==> config.mk <==
export PLATFORM = sky130hd
export DESIGN_NAME = unidade_controle_jogo_flat
export DESIGN_NICKNAME = d
export VERILOG_FILES = /design/src/rtl/jogo_pkg.sv /design/src/rtl/unidade_controle_jogo_if.sv /design/src/rtl/jogo_decodifica_saidas.sv /design/src/rtl/unidade_controle_jogo.sv /design/src/flat_wrapper.sv
export SDC_FILE = /design/constraint.sdc
export NUM_CORES = 1
export LEC_CHECK = 0
export ABC_AREA = 1
export BUFFER_PORTS_ARGS = -buffer_cell sky130_fd_sc_hd__buf_2
export CAP_MARGIN = 20
export CORE_AREA = 3 3 62 64
export CTS_CLUSTER_SIZE = 30
export DETAILED_ROUTE_END_ITERATION = 12
export DIE_AREA = 0 0 65 67
export PLACE_DENSITY_LB_ADDON = 0.1
export SLEW_MARGIN = 20
export SYNTH_ARGS = -nofsm -noshare
export SYNTH_HDL_FRONTEND = slang
export SYNTH_SLANG_ARGS = --single-unit
==> constraint.sdc <==
create_clock -name clock -period 1.1 [get_ports clock]
set_input_delay 0.22 -clock clock [delete_from_list [all_inputs] [get_ports clock]]
set_output_delay 0.22 -clock clock [all_outputs]
set_load 0.01 [all_outputs]
==> src/rtl/jogo_pkg.sv <==
// Shared state codes and control-word type for the memory-game control unit.
package jogo_pkg;

  localparam int ESTADO_W = 4;

  localparam logic [ESTADO_W-1:0] C_INICIAL       = 4'h0;
  localparam logic [ESTADO_W-1:0] C_PREPARA       = 4'h1;
  localparam logic [ESTADO_W-1:0] C_INICIA_RODADA = 4'h2;
  localparam logic [ESTADO_W-1:0] C_EXIBE         = 4'h3;
  localparam logic [ESTADO_W-1:0] C_PROX_EXIBE    = 4'h4;
  localparam logic [ESTADO_W-1:0] C_ESPERA        = 4'h5;
  localparam logic [ESTADO_W-1:0] C_REGISTRA      = 4'h6;
  localparam logic [ESTADO_W-1:0] C_COMPARA       = 4'h7;
  localparam logic [ESTADO_W-1:0] C_PROX_JOGADA   = 4'h8;
  localparam logic [ESTADO_W-1:0] C_ESPERA_NOVA   = 4'h9;
  localparam logic [ESTADO_W-1:0] C_ESCREVE_NOVA  = 4'hA;
  localparam logic [ESTADO_W-1:0] C_PROX_RODADA   = 4'hB;
  localparam logic [ESTADO_W-1:0] C_GANHOU        = 4'hC;
  localparam logic [ESTADO_W-1:0] C_PERDEU        = 4'hD;
  localparam logic [ESTADO_W-1:0] C_TIMEOUT       = 4'hE;

  typedef enum logic [ESTADO_W-1:0] {
    INICIAL       = C_INICIAL,
    PREPARA       = C_PREPARA,
    INICIA_RODADA = C_INICIA_RODADA,
    EXIBE         = C_EXIBE,
    PROX_EXIBE    = C_PROX_EXIBE,
    ESPERA        = C_ESPERA,
    REGISTRA      = C_REGISTRA,
    COMPARA       = C_COMPARA,
    PROX_JOGADA   = C_PROX_JOGADA,
    ESPERA_NOVA   = C_ESPERA_NOVA,
    ESCREVE_NOVA  = C_ESCREVE_NOVA,
    PROX_RODADA   = C_PROX_RODADA,
    GANHOU        = C_GANHOU,
    PERDEU        = C_PERDEU,
    TIMEOUT       = C_TIMEOUT
  } estado_t;

  typedef struct packed {
    logic zera_e;
    logic conta_e;
    logic zera_r;
    logic conta_r;
    logic zera_t;
    logic conta_t;
    logic registra_j;
    logic escreve_m;
    logic exibe;
    logic pronto;
    logic ganhou;
    logic perdeu;
  } saidas_t;

endpackage

==> src/rtl/unidade_controle_jogo_if.sv <==
// Control/status bundle between the game control unit and its datapath.
interface unidade_controle_jogo_if;
  logic iniciar, jogada, igual, enderecoIgualRodada, fimRodadas, fimExibe, timeout;
  logic zeraE, contaE, zeraR, contaR, zeraT, contaT;
  logic registraJ, escreveM, exibe, pronto, ganhou, perdeu;

  modport slave (
    input  iniciar, jogada, igual, enderecoIgualRodada, fimRodadas, fimExibe, timeout,
    output zeraE, contaE, zeraR, contaR, zeraT, contaT,
           registraJ, escreveM, exibe, pronto, ganhou, perdeu
  );

  modport master (
    output iniciar, jogada, igual, enderecoIgualRodada, fimRodadas, fimExibe, timeout,
    input  zeraE, contaE, zeraR, contaR, zeraT, contaT,
           registraJ, escreveM, exibe, pronto, ganhou, perdeu
  );
endinterface

==> src/rtl/jogo_decodifica_saidas.sv <==
// Combinational state -> control-word decoder; entrada marks the first cycle
// of ESPERA (after EXIBE) or ESPERA_NOVA.
module jogo_decodifica_saidas
  import jogo_pkg::*;
(
  input  estado_t estado,
  input  logic    entrada,
  output saidas_t saidas
);

  always_comb begin
    saidas = '0;
    case (estado)
      PREPARA: begin
        saidas.zera_r = 1'b1;
        saidas.zera_e = 1'b1;
        saidas.zera_t = 1'b1;
      end
      INICIA_RODADA: begin
        saidas.zera_e = 1'b1;
        saidas.zera_t = 1'b1;
      end
      EXIBE: begin
        saidas.exibe   = 1'b1;
        saidas.conta_t = 1'b1;
      end
      PROX_EXIBE: begin
        saidas.conta_e = 1'b1;
        saidas.zera_t  = 1'b1;
      end
      ESPERA: begin
        saidas.conta_t = 1'b1;
        saidas.zera_e  = entrada;
      end
      REGISTRA: begin
        saidas.registra_j = 1'b1;
        saidas.zera_t     = 1'b1;
      end
      PROX_JOGADA: saidas.conta_e = 1'b1;
      // first cycle steps the address past the round, then the timer runs
      ESPERA_NOVA: begin
        saidas.conta_e = entrada;
        saidas.conta_t = ~entrada;
      end
      ESCREVE_NOVA: begin
        saidas.registra_j = 1'b1;
        saidas.escreve_m  = 1'b1;
      end
      PROX_RODADA: begin
        saidas.conta_r = 1'b1;
        saidas.zera_e  = 1'b1;
        saidas.zera_t  = 1'b1;
      end
      GANHOU: begin
        saidas.pronto = 1'b1;
        saidas.ganhou = 1'b1;
      end
      PERDEU, TIMEOUT: begin
        saidas.pronto = 1'b1;
        saidas.perdeu = 1'b1;
      end
      default: saidas = '0;
    endcase
  end

endmodule

==> src/rtl/unidade_controle_jogo.sv <==
// Moore control unit for the memory game. JOGO_TIMEOUT_EN enables the play
// timeout in ESPERA/ESPERA_NOVA; without it the timeout input is ignored.
//
// state          | meaning
// INICIAL      0 | idle, waiting for iniciar
// PREPARA      1 | clear round, address and timer
// INICIA_RODADA 2| clear address and timer for the round
// EXIBE        3 | show word at address until display timer ends
// PROX_EXIBE   4 | step address, restart timer
// ESPERA       5 | wait for a repeat play (address cleared on entry)
// REGISTRA     6 | latch play
// COMPARA      7 | check play against memory
// PROX_JOGADA  8 | step address to next repeat
// ESPERA_NOVA  9 | wait for the new play (address stepped on entry)
// ESCREVE_NOVA A | latch and store the new play
// PROX_RODADA  B | advance round
// GANHOU       C | won
// PERDEU       D | wrong play
// TIMEOUT      E | play timer expired
module unidade_controle_jogo #(
  parameter int ESTADO_W = jogo_pkg::ESTADO_W
) (
  input  logic                    clock,
  input  logic                    reset,
  unidade_controle_jogo_if.slave  bus,
  output logic [ESTADO_W-1:0]     db_estado
);
  import jogo_pkg::*;

  estado_t estado_q, estado_d;
  logic    entrada_q, entrada_d;
  saidas_t saidas_q, saidas_d;
  logic    timeout_ok;

`ifdef JOGO_TIMEOUT_EN
  assign timeout_ok = bus.timeout;
`else
  logic unused_timeout;
  assign unused_timeout = bus.timeout;
  assign timeout_ok     = 1'b0;
`endif

  always_comb begin
    estado_d = estado_q;
    case (estado_q)
      INICIAL:       if (bus.iniciar) estado_d = PREPARA;
      PREPARA:       estado_d = INICIA_RODADA;
      INICIA_RODADA: estado_d = EXIBE;
      EXIBE:         if (bus.fimExibe)
                       estado_d = bus.enderecoIgualRodada ? ESPERA : PROX_EXIBE;
      PROX_EXIBE:    estado_d = EXIBE;
      ESPERA:        if (bus.jogada)    estado_d = REGISTRA;
                     else if (timeout_ok) estado_d = TIMEOUT;
      REGISTRA:      estado_d = COMPARA;
      COMPARA:       if (!bus.igual)                    estado_d = PERDEU;
                     else if (!bus.enderecoIgualRodada) estado_d = PROX_JOGADA;
                     else if (bus.fimRodadas)           estado_d = GANHOU;
                     else                               estado_d = ESPERA_NOVA;
      PROX_JOGADA:   estado_d = ESPERA;
      ESPERA_NOVA:   if (bus.jogada)    estado_d = ESCREVE_NOVA;
                     else if (timeout_ok) estado_d = TIMEOUT;
      ESCREVE_NOVA:  estado_d = PROX_RODADA;
      PROX_RODADA:   estado_d = INICIA_RODADA;
      GANHOU, PERDEU, TIMEOUT: if (bus.iniciar) estado_d = PREPARA;
      default:       estado_d = INICIAL;
    endcase
  end

  // ESPERA re-entered from PROX_JOGADA must keep its address, so only these two arcs flag entry
  assign entrada_d = (estado_q == EXIBE   && estado_d == ESPERA) ||
                     (estado_q == COMPARA && estado_d == ESPERA_NOVA);

  jogo_decodifica_saidas u_decodifica (
    .estado  (estado_q),
    .entrada (entrada_q),
    .saidas  (saidas_d)
  );

  always_ff @(posedge clock or negedge reset) begin
    if (!reset) begin
      estado_q  <= INICIAL;
      entrada_q <= 1'b0;
      saidas_q  <= '0;
    end else begin
      estado_q  <= estado_d;
      entrada_q <= entrada_d;
      saidas_q  <= saidas_d;
    end
  end

  assign bus.zeraE     = saidas_q.zera_e;
  assign bus.contaE    = saidas_q.conta_e;
  assign bus.zeraR     = saidas_q.zera_r;
  assign bus.contaR    = saidas_q.conta_r;
  assign bus.zeraT     = saidas_q.zera_t;
  assign bus.contaT    = saidas_q.conta_t;
  assign bus.registraJ = saidas_q.registra_j;
  assign bus.escreveM  = saidas_q.escreve_m;
  assign bus.exibe     = saidas_q.exibe;
  assign bus.pronto    = saidas_q.pronto;
  assign bus.ganhou    = saidas_q.ganhou;
  assign bus.perdeu    = saidas_q.perdeu;
  assign db_estado     = ESTADO_W'(estado_q);

endmodule

==> src/flat_wrapper.sv <==
// flat-port wrapper written by rule: the top's interface ports become plain ports
module unidade_controle_jogo_flat import jogo_pkg::*;
#(
  parameter int ESTADO_W = jogo_pkg::ESTADO_W
)
  (clock, reset, db_estado, bus_iniciar, bus_jogada, bus_igual, bus_enderecoIgualRodada, bus_fimRodadas, bus_fimExibe, bus_timeout, bus_zeraE, bus_contaE, bus_zeraR, bus_contaR, bus_zeraT, bus_contaT, bus_registraJ, bus_escreveM, bus_exibe, bus_pronto, bus_ganhou, bus_perdeu);
  unidade_controle_jogo_if bus_i ();
  input  logic clock;
  input  logic reset;
  output logic [ESTADO_W-1:0] db_estado;
  input wire logic [$bits(bus_i.iniciar)-1:0] bus_iniciar;
  input wire logic [$bits(bus_i.jogada)-1:0] bus_jogada;
  input wire logic [$bits(bus_i.igual)-1:0] bus_igual;
  input wire logic [$bits(bus_i.enderecoIgualRodada)-1:0] bus_enderecoIgualRodada;
  input wire logic [$bits(bus_i.fimRodadas)-1:0] bus_fimRodadas;
  input wire logic [$bits(bus_i.fimExibe)-1:0] bus_fimExibe;
  input wire logic [$bits(bus_i.timeout)-1:0] bus_timeout;
  output wire logic [$bits(bus_i.zeraE)-1:0] bus_zeraE;
  output wire logic [$bits(bus_i.contaE)-1:0] bus_contaE;
  output wire logic [$bits(bus_i.zeraR)-1:0] bus_zeraR;
  output wire logic [$bits(bus_i.contaR)-1:0] bus_contaR;
  output wire logic [$bits(bus_i.zeraT)-1:0] bus_zeraT;
  output wire logic [$bits(bus_i.contaT)-1:0] bus_contaT;
  output wire logic [$bits(bus_i.registraJ)-1:0] bus_registraJ;
  output wire logic [$bits(bus_i.escreveM)-1:0] bus_escreveM;
  output wire logic [$bits(bus_i.exibe)-1:0] bus_exibe;
  output wire logic [$bits(bus_i.pronto)-1:0] bus_pronto;
  output wire logic [$bits(bus_i.ganhou)-1:0] bus_ganhou;
  output wire logic [$bits(bus_i.perdeu)-1:0] bus_perdeu;
  assign bus_i.iniciar = bus_iniciar;
  assign bus_i.jogada = bus_jogada;
  assign bus_i.igual = bus_igual;
  assign bus_i.enderecoIgualRodada = bus_enderecoIgualRodada;
  assign bus_i.fimRodadas = bus_fimRodadas;
  assign bus_i.fimExibe = bus_fimExibe;
  assign bus_i.timeout = bus_timeout;
  assign bus_zeraE = bus_i.zeraE;
  assign bus_contaE = bus_i.contaE;
  assign bus_zeraR = bus_i.zeraR;
  assign bus_contaR = bus_i.contaR;
  assign bus_zeraT = bus_i.zeraT;
  assign bus_contaT = bus_i.contaT;
  assign bus_registraJ = bus_i.registraJ;
  assign bus_escreveM = bus_i.escreveM;
  assign bus_exibe = bus_i.exibe;
  assign bus_pronto = bus_i.pronto;
  assign bus_ganhou = bus_i.ganhou;
  assign bus_perdeu = bus_i.perdeu;
  unidade_controle_jogo #(.ESTADO_W(ESTADO_W)) u_core (.clock(clock), .reset(reset), .bus(bus_i), .db_estado(db_estado));
endmodule
==> flow_metrics.py <==
metrics = {
    "drt": {
        "via_per_inst": 4.159,
        "drtAntennaViolNets": 0,
        "avgRoutedWirePerCell_um": 10.46,
        "routed_wl_mm": 2.176,
        "dr.pass1.iters": 4,
        "drtIter0Drc": 35,
        "vias": 865,
        "drc_errors": 0,
    },
    "run": {
        "max_cap_violations": 0,
    },
    "placement": {
        "post-place-ws_ns": -0.1873,
        "io_buffers": 23,
        "dpl.cell_count": 195,
        "gp_congestion": 0.9046,
        "dp_hpwl_mm": 1.689,
        "dpl_cell_area_um2": 1175,
    },
    "status": {
        "violations": "negative setup slack",
        "outcome": "finished, violations left",
    },
    "global_routing": {
        "grt_pass1_wl_mm": 3.650,
        "grt_pass1_vias": 828,
        "grt_util_all_layers_pct": 11.06,
        "grt_max_degree": 18,
        "overflow": 0,
        "antenna_found_initial": 0,
    },
    "timing": {
        "slew_headroom_pct": 74.65,
        "max_freq_mhz": 775.8,
        "rsz0062_at_grt": "true",
        "slew_violations": 0,
        "hold_viol": 0,
        "worst_slew_pin_slew_ns": 0.3802,
        "setup_viol": 14,
        "fin_crit_ns": 1.289,
        "layout_setup_ws_ns": -0.1890,
        "fin_crit_sh_pct": 117.2,
        "finClkSkew_ns": 0.003364,
        "whs_ns": 0.2262,
    },
    "floorplanning": {
        "num_rows": 21,
        "ioPinCount": 25,
        "dieArea_um2": 4355,
        "core-area_um2": 3337,
        "start_util_pct": 24.48,
        "die_width_um": 65,
        "die_h_um": 67,
    },
    "layout": {
        "final_layout_size_suffix_gt1_share_pct": 61.73,
        "fin_nets": 172,
        "syn_to_final_growth_pct": 72.13,
        "largest_reg_flops": 4,
        "postLayoutCellArea_um2": 1406,
        "diodes": 0,
        "multi_input_area_um2": 424.2,
        "regArea_um2": 430.4,
        "instances_no_fill": 208,
        "fillers": 371,
    },
    "clocking": {
        "clkLatencyLatePin_ns": 0.29,
        "numCtsBuffers": 3,
        "clk_path_buf_depth": 2,
        "tritoncts": "done",
        "htree_levels": 1,
        "cts_sinks": 17,
        "cts-root-buf": "clkbuf_4",
        "cts.reportedPaths.clkPinSlew_ns": 0.09,
    },
    "worst_hold_path": {
        "hold_class": "input pin to flip-flop",
        "min-delay-start": "bus_jogada",
    },
    "worst_setup_path": {
        "critPathLaunch": "u_core.db_estado[1]",
        "cp_max_fo": 5,
        "critPathCaptureType": "flip-flop",
        "reg2reg_from": "u_core.db_estado[1]",
        "start_kind": "flip-flop",
        "worstPathArrival_ns": 1.49,
        "criticalPathCategory": "flip-flop to flip-flop",
        "cp.required_ns": 1.30,
    },
    "yosys": {
        "synth_area_um2": 817.0,
        "synth_cell_type_count": 15,
        "ys_ff_latch": 17,
        "synth-seq-area-share_pct": 52.07,
        "async_flop_share_pct": 100.0,
        "synth_top_area_share_pct": 52.07,
        "syn_area_per_cell_um2": 7.781,
        "yosysTopAreaCell": "dfrtp_1",
        "synth-edff-count": 0,
        "synth_flop_cell": "dfrtp_1",
        "synth_nets": 114,
        "ys_top_cells_by_area": "dfrtp_1 52%, nand2_1 11%, inv_1 8.3%",
        "ys_warn_count": 0,
        "synthCells": 105,
    },
    "power_and_ir_drop": {
        "p_per_area_nw_per_um2": 2520,
        "vdd_drop_max_uv": 676.3,
        "p_leak_nw": 0.7594,
    },
}
==> final timing paths <==
kind                       cells past startpoint                   to  slack, ns
max                                            9     u_core.entrada_q      -0.19
min                                            3  u_core.db_estado[1]       0.23
max reg2reg                                    9     u_core.entrada_q      -0.19
min reg2reg                                    1    u_core.bus.contaT       0.48
max in group asynchronous                      2  u_core.db_estado[2]       0.44
min in group asynchronous                      2     u_core.bus.zeraE       0.36
==> what timing repair did <==
action / CTS / global route
resized for setup: 26 / 21
endpoints found under the setup margin: 13 / 17
hold endpoints to repair: 17 / 0
hold buffers: 1 / 0
buffers inserted: 6 / 5
pin swaps: 13 / 8
==> critical path, cell delays in order (launching register included) <==
cell and delay, ns:
dfrtp_2 0.48, inv_2 0.08, nand2_2 0.11, inv_1 0.07, nand3_1 0.06, nand2_1 0.06
a21oi_2 0.12, nand3_1 0.09, nand2_1 0.07, inv_1 0.04
==> area by class of cell <==
cell class	count	area share (%)
clock buffer	4	1.868
tap	46	4.093
sequential	17	30.60
inverter	19	5.783
timing repair buffer	53	27.49
multi-input combinational	69	30.16
==> kinds of logic (layout without fill, tap and decap cells) <==
logic type,after synthesis,count (layout),share of synthesized area (%)
flops,17,17,52.07
simple gates,56,56,30.02
compound gates,13,13,9.188
buf+inv,19,76,8.728
==> power breakdown <==
part	switching (W)	total, W	internal, W
clock	0.000193	0.000335	0.000141
sequential	0.000212	0.00105	0.000837
combinational	0.00111	0.00216	0.00105
total	0.00151	0.00354	0.00203
==> placed cells by master, fill, tap and decap left out, types with 4 or more instances in the layout <==
| cell type | Yosys | layout |
|---|---|---|
| buf_2 | 0 | 19 |
| buf_4 | 0 | 24 |
| buf_6 | 0 | 9 |
| dfrtp_1 | 17 | 13 |
| dfrtp_2 | 0 | 4 |
| inv_1 | 18 | 8 |
| inv_2 | 1 | 7 |
| inv_4 | 0 | 4 |
| nand2_1 | 25 | 14 |
| nand2_2 | 1 | 9 |
| nand2_4 | 1 | 4 |
| nand3_1 | 8 | 5 |
| nor2_1 | 17 | 6 |
| nor2_2 | 1 | 9 |
| nor2_4 | 1 | 4 |
| o21ai_0 | 7 | 4 |
==> through the flow <==
stage	setup TNS (ns)	utilization (%)	power, W
after floorplan	-0.04747	-	0.001893
after global placement	-0.7524	35.21	0.002664
after detailed placement	-0.7922	35.21	0.002668
after CTS	-1.278	40.01	0.003397
after global routing	-2.416	42.14	0.003842
final	-1.560	42.14	0.003544
==> synth_stat cells (2+ instances only) <==
library cell / number
nand2_1: 25
dfrtp_1: 17
a21oi_1: 2
o21ai_0: 7
nand4_1: 2
nor2_1: 17
inv_1: 18
o211ai_1: 3
nand3_1: 8
==> per-layer routing <==
metal  global-route usage [%]  part of all wire [%]
met5                        0                     0
met3                    2.024                   4.4
met4                    5.541                   2.4
met1                    13.64                    46
met2                    18.39                    48
(Power assumes the default switching activity.)
